[src/rtl/seq_alu.sv]
// seq_alu: handshaked, registered ALU stage between operand fetch and writeback.
// One operation is taken per in_valid/in_ready transfer. The result and its status
// flags are registered and held until the consumer takes them with out_ready.
// Shifts run one bit per cycle (FAST_SHIFT=0) or in a single cycle (FAST_SHIFT=1).
//
// Ports:
//   clk        rising-edge clock
//   rst_n      asynchronous active-low reset
//   in_valid   operation offered          in_ready   operation accepted this cycle
//   inp1       operand A                  inp2       operand B / shift amount
//   opc        5-bit opcode
//   out_valid  result register is full    out_ready  consumer takes the result
//   out        result                     zero       out == 0
//   carry      add carry-out / sub borrow ovf        signed overflow (add/sub)
//   err        illegal opcode
module seq_alu #(
  parameter int WIDTH      = 32,
  parameter int FAST_SHIFT = 0
) (
  input  logic             clk,
  input  logic             rst_n,
  input  logic             in_valid,
  output logic             in_ready,
  input  logic [WIDTH-1:0] inp1,
  input  logic [WIDTH-1:0] inp2,
  input  logic [4:0]       opc,
  output logic             out_valid,
  input  logic             out_ready,
  output logic [WIDTH-1:0] out,
  output logic             zero,
  output logic             carry,
  output logic             ovf,
  output logic             err
);

  localparam int SHW = $clog2(WIDTH) + 1;
  localparam logic [WIDTH-1:0] WIDTH_W  = WIDTH'(WIDTH);
  localparam logic [SHW-1:0]   WIDTH_N  = SHW'(WIDTH);
  localparam logic [SHW-1:0]   CNT_ZERO = {SHW{1'b0}};
  localparam logic [SHW-1:0]   CNT_ONE  = {{(SHW-1){1'b0}}, 1'b1};

  typedef enum logic [0:0] {
    ST_IDLE  = 1'b0,
    ST_SHIFT = 1'b1
  } state_t;

  state_t           state_q, state_d;
  logic [WIDTH-1:0] work_q, work_d;
  logic [SHW-1:0]   cnt_q, cnt_d;
  logic             left_q, left_d;
  logic             out_valid_q, out_valid_d;
  logic [WIDTH-1:0] out_q, out_d;
  logic             zero_q, zero_d;
  logic             carry_q, carry_d;
  logic             ovf_q, ovf_d;
  logic             err_q, err_d;

  logic [WIDTH:0]   sum;
  logic [WIDTH:0]   diff;
  logic [SHW-1:0]   shamt;
  logic [WIDTH-1:0] alu_res;
  logic             alu_carry;
  logic             alu_ovf;
  logic             alu_err;
  logic             is_shift;
  logic             iter_start;
  logic [WIDTH-1:0] work_shifted;
  logic             accept;

  // in_ready is the only combinational output; it depends on out_ready alone.
  assign in_ready = (state_q == ST_IDLE) && (!out_valid_q || out_ready);
  assign accept   = in_valid && in_ready;

  // Shift amount clamp: any B >= WIDTH (upper bits included) becomes WIDTH, result 0.
  assign shamt      = (inp2 >= WIDTH_W) ? WIDTH_N : inp2[SHW-1:0];
  assign is_shift   = (opc == 5'd6) || (opc == 5'd7);
  assign iter_start = is_shift && (FAST_SHIFT == 0) && (shamt != CNT_ZERO);

  assign work_shifted = left_q ? {work_q[WIDTH-2:0], 1'b0} : {1'b0, work_q[WIDTH-1:1]};

  // Single-cycle datapath: result and flags for everything loaded straight from IDLE.
  always_comb begin
    sum       = {1'b0, inp1} + {1'b0, inp2};
    // diff[WIDTH] is the borrow, i.e. inp1 < inp2 unsigned.
    diff      = {1'b0, inp1} - {1'b0, inp2};
    alu_res   = {WIDTH{1'b0}};
    alu_carry = 1'b0;
    alu_ovf   = 1'b0;
    alu_err   = 1'b0;
    case (opc)
      5'd0, 5'd2, 5'd10, 5'd11: begin
        alu_res   = sum[WIDTH-1:0];
        alu_carry = sum[WIDTH];
        alu_ovf   = (inp1[WIDTH-1] == inp2[WIDTH-1]) && (sum[WIDTH-1] != inp1[WIDTH-1]);
      end
      5'd1, 5'd3: begin
        alu_res   = diff[WIDTH-1:0];
        alu_carry = diff[WIDTH];
        alu_ovf   = (inp1[WIDTH-1] != inp2[WIDTH-1]) && (diff[WIDTH-1] != inp1[WIDTH-1]);
      end
      5'd4, 5'd12: alu_res = inp1 & inp2;
      5'd5:        alu_res = inp1 | inp2;
      5'd6:        alu_res = inp1 << shamt;
      5'd7:        alu_res = inp1 >> shamt;
      5'd8:        alu_res = inp2;
      5'd9, 5'd13: alu_res = {{(WIDTH-1){1'b0}}, diff[WIDTH]};
      default:     alu_err = 1'b1;
    endcase
  end

  // Next-state: handshake, iterative shifter and output register update.
  always_comb begin
    state_d     = state_q;
    work_d      = work_q;
    cnt_d       = cnt_q;
    left_d      = left_q;
    out_d       = out_q;
    zero_d      = zero_q;
    carry_d     = carry_q;
    ovf_d       = ovf_q;
    err_d       = err_q;
    // A consumed result drops unless a new one loads on the same edge (set below).
    out_valid_d = out_valid_q && !out_ready;
    case (state_q)
      ST_IDLE: begin
        if (accept && iter_start) begin
          work_d  = inp1;
          cnt_d   = shamt;
          left_d  = (opc == 5'd6);
          state_d = ST_SHIFT;
        end else if (accept) begin
          out_d       = alu_res;
          zero_d      = (alu_res == {WIDTH{1'b0}});
          carry_d     = alu_carry;
          ovf_d       = alu_ovf;
          err_d       = alu_err;
          out_valid_d = 1'b1;
          state_d     = ST_IDLE;
        end else begin
          state_d = ST_IDLE;
        end
      end
      ST_SHIFT: begin
        work_d = work_shifted;
        cnt_d  = cnt_q - CNT_ONE;
        // Counter reaching zero on this edge means the shifted value is final.
        if (cnt_q == CNT_ONE) begin
          out_d       = work_shifted;
          zero_d      = (work_shifted == {WIDTH{1'b0}});
          carry_d     = 1'b0;
          ovf_d       = 1'b0;
          err_d       = 1'b0;
          out_valid_d = 1'b1;
          state_d     = ST_IDLE;
        end else begin
          state_d = ST_SHIFT;
        end
      end
      default: begin
        state_d = ST_IDLE;
      end
    endcase
  end

  // State, working and output registers with asynchronous clear.
  always_ff @(posedge clk or negedge rst_n) begin
    if (!rst_n) begin
      state_q     <= ST_IDLE;
      work_q      <= {WIDTH{1'b0}};
      cnt_q       <= CNT_ZERO;
      left_q      <= 1'b0;
      out_valid_q <= 1'b0;
      out_q       <= {WIDTH{1'b0}};
      zero_q      <= 1'b0;
      carry_q     <= 1'b0;
      ovf_q       <= 1'b0;
      err_q       <= 1'b0;
    end else begin
      state_q     <= state_d;
      work_q      <= work_d;
      cnt_q       <= cnt_d;
      left_q      <= left_d;
      out_valid_q <= out_valid_d;
      out_q       <= out_d;
      zero_q      <= zero_d;
      carry_q     <= carry_d;
      ovf_q       <= ovf_d;
      err_q       <= err_d;
    end
  end

  assign out_valid = out_valid_q;
  assign out       = out_q;
  assign zero      = zero_q;
  assign carry     = carry_q;
  assign ovf       = ovf_q;
  assign err       = err_q;

endmodule

[config.mk]
export PLATFORM = sky130hd
export DESIGN_NAME = seq_alu
export DESIGN_NICKNAME = d
export VERILOG_FILES = /design/src/rtl/seq_alu.sv
export SDC_FILE = /design/constraint.sdc
export NUM_CORES = 1
export LEC_CHECK = 0
export BUFFER_PORTS_ARGS = -buffer_cell sky130_fd_sc_hd__clkbuf_2
export CAP_MARGIN = 10
export CELL_PAD_IN_SITES_DETAIL_PLACEMENT = 1
export CELL_PAD_IN_SITES_GLOBAL_PLACEMENT = 1
export CORE_UTILIZATION = 30
export CTS_CLUSTER_SIZE = 10
export DETAILED_ROUTE_END_ITERATION = 8
export GPL_TIMING_DRIVEN = 0
export PLACE_DENSITY_LB_ADDON = 0.1
export SLEW_MARGIN = 10
export SYNTH_ARGS = -nofsm -noshare
export SYNTH_HDL_FRONTEND = slang
export SYNTH_SLANG_ARGS = --single-unit
[constraint.sdc]
create_clock -name clk -period 2.9 [get_ports clk]
set_clock_uncertainty 0.2 [all_clocks]
set_input_delay 0.29 -clock clk [delete_from_list [all_inputs] [get_ports clk]]
set_output_delay 0.29 -clock clk [all_outputs]
set_load 0.02 [all_outputs]
Yosys cells after proc, flatten, opt, wreduce, memory -nomap -nowiden
Index checks and enable logic that the tools add are counted.
{"block": "op_classes", "n_addsub": 3, "n_mul": 0, "n_div": 0, "magnitude_cmp": 1, "eq_ne": 22, "n_shift": 2, "muxes": 35, "bitwise": 3, "n_reduce_logical": 22}
{"op": "$pmux W32 S8", "n": 1}
{"op": "$mux W32", "n": 5}
{"op": "$pmux W32 S2", "n": 2}
{"op": "$logic_not A32 Y1", "n": 2}
{"op": "$add A32 B32 Y33", "n": 1}
{"op": "$sub A32 B32 Y33", "n": 1}
{"op": "$and A32 B32 Y32", "n": 1}
{"op": "$ge A32 B6 Y1 const B", "n": 1}
{"op": "$or A32 B32 Y32", "n": 1}
{"op": "$shl A32 B6 Y32", "n": 1}
{"op": "$shr A32 B6 Y32", "n": 1}
{"op": "$eq A5 B4 Y1 const B", "n": 6}
{"op": "$eq A5 B3 Y1 const B", "n": 4}
{"op": "$mux W1", "n": 16}
{"op": "$pmux W1 S2", "n": 8}
{"op": "$reduce_or A14 Y1", "n": 1}
{"op": "$mux W6", "n": 2}
{"op": "$pmux W6 S2", "n": 1}
{"op": "$eq A5 B2 Y1 const B", "n": 2}
{"op": "$logic_and A1 B1 Y1", "n": 7}
{"op": "$eq A6 B1 Y1 const B", "n": 1}
{"op": "$reduce_bool A6 Y1", "n": 1}
{"op": "$reduce_or A2 Y1", "n": 3}
{"op": "$sub A6 B1 Y6 const B", "n": 1}
{"op": "12 further kinds", "n": 18}
{"block": "totals", "reg_bits": 77, "latch_bits": 0, "mem_bits_rw": 0, "rom_bits": 0, "output_inout_bits": 38, "wordCells": 98, "memories": 0}

Depth between registers and ports, before layout
Gate-level depths: netlist of run 1.
{"block": "depth", "depth_word": 8, "mapped_depth": 18}

Worst setup path before layout of run 1
Ideal clock, no wire load.
{"block": "synth_timing", "kind": "input to register", "from": "in inp2[2]", "to": "reg out_q[31] (netlist: out[31])", "setup_time_ns": 0.121, "arrival_time_ns": 4.170, "required_ns": 2.579, "setup_slack_ns": -1.591, "cell_stages": 17, "cell_sequence": "inv_1 > clkbuf_1 > clkbuf_1 > ha_1 > clkbuf_1 > or4_1 > a311oi_2 > o311ai_1 > a21oi_1 > o41ai_1 > a2111oi_0 > o31ai_1 > a21oi_1 > o221ai_1 > a21oi_1 > nand2_1 > a22o_1"}
{"block": "synth_via", "elab_chain_cells": 7, "elab_cells_between_ends": 15, "cone_classes": "add/sub (2); order compare (1); eq/ne (1); shift (2); mux (5); reduce/logical (4)"}
{"item": "start, declared", "line_no": "25", "text": "input logic [WIDTH-1:0] inp2,"}
{"item": "$ge A32 B6 Y1", "line_no": "75", "text": "assign shamt = (inp2 >= WIDTH_W) ? WIDTH_N : inp2[SHW-1:0];"}
{"item": "$mux W6", "line_no": "75"}
{"item": "$shr A32 B6 Y32 (tied with other cells)", "line_no": "104", "text": "5'd7: alu_res = inp1 >> shamt;"}
{"item": "$pmux W32 S8 or $logic_and A1 B1 Y1 (tied branches)", "line_no": "90, 77"}
{"item": "$mux W32 or $logic_and A1 B1 Y1 (tied branches)", "line_no": "131, 126"}
{"item": "$mux W32 or $ne A2 B2 Y1 (tied branches)"}
{"item": "$pmux W32 S2 or $reduce_and A3 Y1 (tied branches)"}
{"item": "end signal, assigned", "line_no": "173", "text": "out_q <= {WIDTH{1'b0}};"}
{"item": "end signal, assigned", "line_no": "184", "text": "out_q <= out_d;"}
{"item": "end, declared", "line_no": "52", "text": "logic [WIDTH-1:0] out_q, out_d;"}
Several ways; a longest one is shown, not always the timed one. The select of a mux whose other input is x is not followed.
A chain may end at the register's enable or synchronous reset.

Worst setup path after layout of run 1
{"block": "layout_timing", "from": "in inp2[21]", "to": "reg out_q[29] (netlist: out[29])"}
Same word-level chain as after synthesis.

==> flow_metrics.py, run 1 <==
metrics = {
    "sta": {
        "setup_viol": 56,
        "worst_hold_slack_ns": 0.1162,
        "report.final.slew_viol_count": 0,
        "min_period_over_period": 1.425,
        "slew_headroom": 0.06161,
        "worst_slack_ns": -1.232,
        "max_freq_mhz": 242.0,
        "worstMarginPinSlew_ns": 1.408,
        "setup_tns_ns": -33.66,
        "finalCriticalPeriod_ns": 4.132,
        "hold_viol": 0,
        "rsz0062_at_grt": "true",
    },
    "yosys": {
        "muxShareOfSynthArea": 0.06616,
        "synth_adder_area_share": 0.09134,
        "synth_top_family_by_area": "compound AO/OA/AOI/OAI gates",
        "synth-xor-area-share": 0.009477,
        "synthFlopType": "dfrtp_1",
        "synth-compound-area-share": 0.3757,
        "syn_area_um2": 13860,
        "synth.avg_cell_area_um2": 6.897,
        "postSynthCellCount": 2010,
        "yosys.area_share.simple": 0.2453,
        "synth.yosys.seq_area_share": 0.1390,
        "synth_edf_count": 0,
        "synth_fp_nets": 2183,
        "async_reset_ff_frac": 1.000,
        "yosysUniqueCellTypes": 91,
        "yosysWarnings": 0,
        "synth-seq-cells": 77,
    },
    "final_layout": {
        "nets": 2579,
        "syn_to_final_growth_pct": 60.98,
        "final_util": 0.4907,
        "drive_gt1_frac": 0.4040,
        "n_fill_cell": 5315,
        "postLayoutCellArea_um2": 22320,
        "final_cells": 3018,
    },
    "detailed_routing": {
        "drtPass1Iterations": 6,
        "wire_per_inst_um": 42.69,
        "vias_per_cell": 7.276,
        "final_antenna_net_count": 0,
        "drt-initial-drc-count": 3401,
        "drc": 0,
        "routed-via-count": 21960,
        "routed_wl_um": 128800,
    },
    "pwr": {
        "pwr_density_cell_nw_per_um2": 413.9,
        "p_leak_uw": 0.009040,
        "peakVddDrop_mv": 0.7931,
    },
    "flow_run": {
        "drv_cap": 0,
    },
    "clocking": {
        "cts_root_buf": "clkbuf_16",
        "ctsLongestPathBuffers": 2,
        "clkLatencyLatePin_ns": 0.35,
        "cts.htree.levels": 3,
        "numCtsBuffers": 9,
        "cts_tree": "done",
        "path_clk_slew_ns": 0.06,
        "cts_sinks": 77,
    },
    "floorplanning": {
        "core_um2": 45480,
        "dieArea_um2": 47070,
        "fp.dieW_um": 217.0,
        "num_io_pins": 111,
        "die_h_um": 217.0,
        "floorplan.initialDensity": 0.3048,
        "rows": 78,
    },
    "placement": {
        "dp_hpwl_um": 94440,
        "gp_congestion": 1.060,
        "place_area_um2": 15800,
        "io_buffers": 110,
        "place_inst": 2724,
    },
    "outcome": {
        "status": "finished, violations left",
        "failed_checks": "setup timing",
    },
    "setup_path": {
        "critical_path_required_ns": 2.93,
        "cp-start-kind": "input pin",
        "path_common_cell": "buf_6",
        "criticalPathCategory": "in2reg",
        "slowest_stage": "a221oi_4",
        "arrival_ns": 4.16,
        "cpPeakStageDelay_ns": 0.39,
        "cp_max_fo": 10,
        "path_cells": "clkbuf_2 > nor4_4 > buf_6 > nand3_2 > buf_6 > or3_1 > buf_4 > a32o_1 > a221oi_4 > buf_4 > buf_6 > nand2_1 > o21ai_2 > o221ai_1 > a21oi_2 > o21ai_0 > a21oi_2 > nand2_1 > a22o_1",
        "endpoint_kind": "flip-flop",
    },
    "grt": {
        "grt_pass1_wl_um": 169200,
        "grt-ovfl-total": 0,
        "grt_pass1_vias": 20578,
        "antenna_found_initial": 7,
        "grt_max_degree": 44,
        "grt_use_total": 0.5168,
    },
    "hold_path": {
        "hold_class": "in2reg",
    },
}
[placed cells by master, fill, tap and decap left out, drive strengths merged, types with 38 or more instances in the layout]
| cell type | n |
|---|---|
| a211oi | 48 |
| a21oi | 181 |
| a221o | 43 |
| buf | 354 |
| clkbuf | 196 |
| dfrtp | 77 |
| ha | 98 |
| inv | 82 |
| mux2i | 59 |
| nand2 | 189 |
| nand3 | 80 |
| nand4 | 42 |
| nor2 | 203 |
| nor3 | 74 |
| o211ai | 38 |
| o21ai | 172 |
[state kept, by name, summed over array words and instances, names as in the netlist]
| name | flops |
|---|---|
| carry | 1 |
| zero | 1 |
| ovf | 1 |
| left_q | 1 |
| out_valid | 1 |
| cnt_q | 6 |
| err | 1 |
| work_q | 32 |
| state_q | 1 |
| out | 32 |
[cell type report]
| type | count | area, um2 | share of cell area |
|---|---|---|---|
| clock inverters | 5 | 35.03 | 0.001570 |
| well taps | 600 | 750.7 | 0.03364 |
| inverters | 104 | 496.7 | 0.02226 |
| plain buffers | 146 | 1440 | 0.06454 |
| multi-input cells | 1674 | 14010 | 0.6280 |
| repair buffers | 394 | 3382 | 0.1516 |
| diodes | 7 | 17.52 | 0.0007850 |
| clock buffers | 11 | 252.7 | 0.01133 |
| flip-flops and latches | 77 | 1927 | 0.08635 |
[cells in the mapped netlist (all sizes together) (7+ instances only)]
library cell	n	area [um2]
or3	18	112.6
xnor2	13	113.9
nor3	74	407.9
inv	104	390.4
clkbuf	119	446.7
or2	7	43.80
a211o	9	78.83
nand2	189	709.4
o22ai	22	143.9
nor2	203	764.5
nor2b	10	62.56
mux2	21	236.5
a22oi	20	150.1
a211oi	48	360.4
mux2i	59	590.6
ha	98	1226
a22o	13	113.9
a221o	43	430.4
a221oi	33	295.3
buf	36	175.2
a21boi	10	75.07
o21ai	172	860.8
nor4	24	198.9
o21a	9	67.56
nand2b	11	68.82
o31ai	19	142.6
a2111oi	14	122.6
a31oi	22	143.9
and3	16	100.1
nand3	80	417.9
o211ai	38	285.3
and2	9	56.30
o2111ai	8	70.07
o221ai	15	131.4
a311oi	9	91.34
o21bai	11	82.58
a21o	20	150.1
a21oi	181	909.6
dfrtp	77	1927
nand4	42	262.8
[final timing paths]
check                                   start                     end  slack, ns  cells past startpoint
hold reg to reg            out[8]$_DFFE_PN0P_      out[8]$_DFFE_PN0P_       0.28                      2
max in group asynchronous               rst_n  work_q[13]$_DFFE_PN0P_       1.57                      3
hold / removal                      out_ready     out_valid$_DFF_PN0_       0.12                      3
min in group asynchronous               rst_n         ovf$_DFFE_PN0P_       0.30                      2
setup / recovery                     inp2[21]     out[29]$_DFFE_PN0P_      -1.23                     19
setup reg to reg            state_q$_DFF_PN0_        zero$_DFFE_PN0P_      -0.51                      8
[through the flow]
step / power (uW) / worst slack [ns]
detailed placement: 6590 / -3.381
global placement: 6385 / -4.405
floorplan: 4678 / -1.035
CTS: 8279 / -1.219
finish: 9236 / -1.232
global route: 9437 / -1.285
[critical path, delay by kind of cell]
family / cells / cell delay [ns]
compound gates: 8 / 1.77
simple gates: 5 / 0.98
buf+inv: 6 / 1.09
[routing by layer]
layer  track usage  part of all wire  wire (um)  vias to the layer above
met3        0.1644              0.13      17000                      637
met1        0.6310              0.37      47130                    10831
li1              -                 -          -                     8447
met5             0          0.000085         11                        -
met2        0.7689              0.41      52560                     2043
met4        0.3589             0.094      12130                        2
[report_power, final]
part,switching [uW],internal (uW)
logic,3970,2220
clock network,484,627
registers,426,1510
total,4880,4360
[timing repair]
action	in CTS	in global routing
setup buffers	143	137
gates resized for setup	580	380
endpoints found under the setup margin	77	71
gates cloned	2	4
hold buffers	1	0
pin swaps	117	133
endpoints found under the hold margin	34	0
[cells by family after synthesis]
logic type | Yosys count
fa+ha+maj | 100
flops | 77
simple gates | 705
xor+xnor | 15
mux | 84
buf+inv | 259
compound gates | 770
Power figures use the tool's default switching activity.
==> run 2: changes to the inputs <==
CELL_PAD_IN_SITES_DETAIL_PLACEMENT = 0   (was 1)
CELL_PAD_IN_SITES_GLOBAL_PLACEMENT = 2   (was 1)
==> run 2 against run 1 <==
Net effect:
- the run still ends with setup timing left
- final cell count is 1.0% higher
- utilization rose by 0.84 points
- via count decreased by 2.1%
- count of clock-buffer cells in the layout unchanged
- first-iteration DRC count fell by 8.1%
- final area up 1.7%
- non-clock buffer count is 34 higher
==> flow_metrics.py, run 2 (synthesized netlist as in run 1, its figures left out) <==
metrics = {
    "outcome": {
        "status": "finished, violations left",
        "failed_checks": "setup timing",
    },
    "sta": {
        "hold_viol": 0,
        "setup_tns_ns": -29.75,
        "worst_slack_ns": -1.308,
        "min_period_over_period": 1.451,
        "setup_viol": 37,
        "report.final.slew_viol_count": 0,
        "max_freq_mhz": 237.6,
        "worstMarginPinSlew_ns": 1.358,
        "slew_headroom": 0.09464,
        "finalCriticalPeriod_ns": 4.208,
        "rsz0062_at_grt": "true",
    },
    "detailed_routing": {
        "vias_per_cell": 7.054,
        "drc": 0,
        "final_antenna_net_count": 0,
        "wire_per_inst_um": 40.24,
        "drtPass1Iterations": 8,
        "drt-initial-drc-count": 3127,
        "routed-via-count": 21509,
        "routed_wl_um": 122700,
    },
    "clocking": {
        "cts_sinks": 77,
        "clkLatencyLatePin_ns": 0.34,
        "cts_root_buf": "clkbuf_16",
        "cts.htree.levels": 3,
        "numCtsBuffers": 9,
        "path_clk_slew_ns": 0.06,
        "ctsLongestPathBuffers": 2,
        "cts_tree": "done",
    },
    "final_layout": {
        "postLayoutCellArea_um2": 22700,
        "layout_common_cells": "buf_4 (266), nand2_1 (174), nor2_1 (170), a21oi_1 (122), clkbuf_2 (100)",
        "nets": 2613,
        "syn_to_final_growth_pct": 63.74,
        "final_cells": 3049,
        "layout_commonest_cell": "buf_4",
        "drive_gt1_frac": 0.4182,
    },
    "hold_path": {
        "hold_class": "in2reg",
    },
    "setup_path": {
        "critical_path_required_ns": 2.97,
        "crit_buf_inv": 9,
        "criticalPathCategory": "in2reg",
        "cp_top_family": "simple AND/OR/NAND/NOR gates",
        "cpPeakStageDelay_ns": 0.63,
        "endpoint_kind": "flip-flop",
        "cp-start-kind": "input pin",
        "path_common_cell": "nand4_1",
        "path_cells": "buf_2 > nor4_4 > buf_6 > nand4_1 > buf_6 > buf_12 > buf_4 > buf_16 > nor3_4 > buf_4 > clkbuf_8 > buf_4 > nand4_1 > o221ai_2 > a2111oi_4 > nand3_2 > nor4_2 > nand4_1 > nor2_1 > nand4_1 > o21ai_1",
        "cp_max_fo": 7,
        "slowest_stage": "a2111oi_4",
        "arrival_ns": 4.28,
        "rrSetupSlack_ns": -0.40,
    },
    "placement": {
        "dp_hpwl_um": 90320,
        "place_area_um2": 15810,
        "pre_cts_ws_ns": -3.630,
        "place_inst": 2725,
        "gp_congestion": 1.087,
        "io_buffers": 110,
    },
    "pwr": {
        "p_leak_uw": 0.009203,
        "p_total_uw": 8890,
        "pwr_density_cell_nw_per_um2": 391.7,
        "clockPowerShare": 0.126,
        "p_switching_uw": 4464,
        "swShare": 0.5022,
        "power_frac_comb": 0.667,
        "sequentialPowerShare": 0.207,
        "p_int_uw": 4425,
        "peakVddDrop_mv": 0.7171,
    },
    "floorplanning": {
        "floorplan.initialDensity": 0.3048,
        "fp.dieW_um": 217.0,
        "die_h_um": 217.0,
        "num_io_pins": 111,
        "rows": 78,
        "core_um2": 45480,
        "dieArea_um2": 47070,
    },
    "grt": {
        "grt_max_degree": 45,
        "grt_pass1_wl_um": 165100,
        "grt_use_total": 0.5059,
        "grt-ovfl-total": 0,
        "antenna_found_initial": 5,
        "grt_pass1_vias": 19997,
    },
    "flow_run": {
        "drv_cap": 0,
    },
}
-- run 2: cell types whose count changed in the layout (fill, tap and decap cells not counted), sizes merged, moves of 2 or more --
| cell | delta |
|---|---|
| inv | -3 |
| buf | +24 |
| clkinvlp | +2 |
| diode | -2 |
| clkbuf | +10 |
-- run 2: worst paths after layout --
path                                          from                     end  cells after the start
worst max-delay path                      inp2[30]        zero$_DFFE_PN0P_                     21
worst min-delay path                      inp1[15]  work_q[15]$_DFFE_PN0P_                      2
worst max register to register   state_q$_DFF_PN0_        zero$_DFFE_PN0P_                     13
worst min register to register  out[6]$_DFFE_PN0P_      out[6]$_DFFE_PN0P_                      2
max in group asynchronous                    rst_n  work_q[17]$_DFFE_PN0P_                      3
min in group asynchronous                    rst_n     out[26]$_DFFE_PN0P_                      2
-- run 2: power groups by stage --
stage / sequential, uW / clock [uW] / combinational [uW]
2_1_floorplan: 1990 / 0 / 2690
3_3_place_gp: 1820 / 0 / 4570
3_5_place_dp: 1840 / 0 / 4620
4_1_cts: 1820 / 1120 / 5300
5_1_grt: 1880 / 1160 / 6180
6_report: 1840 / 1120 / 5930
-- run 2: what timing repair did --
item,in CTS,in global routing
hold buffers,1,0
pin swaps,176,134
resized for setup,690,300
endpoints found under the hold margin,43,0
cloned,6,1
buffers inserted,218,91
endpoints found under the setup margin,77,55
-- run 2: stage by stage --
stage          hold WS [ns]  utilization
2_1_floorplan       -0.2056            -
3_3_place_gp         0.2619       0.3459
3_5_place_dp         0.1702       0.3476
4_1_cts             0.09747       0.4606
5_1_grt             0.03941       0.4988
6_report            0.04035       0.4991
-- run 2: layout make-up --
class	count	area (um2)
multi-input combinational	1674	14030
clock inverter	4	48.80
antenna	5	12.51
buffer	145	1454
timing repair buffer	429	3715
fill	4443	22780
tap	600	750.7
inverter	104	513.0
clock buffer	11	242.7
sequential	77	1927
-- run 2: metal layers --
| metal | global-route usage | share of wire |
|---|---|---|
| met5 | 0 | 0.00020 |
| met4 | 0.3932 | 0.10 |
| met3 | 0.1561 | 0.13 |
| met2 | 0.7307 | 0.40 |
| met1 | 0.6232 | 0.37 |
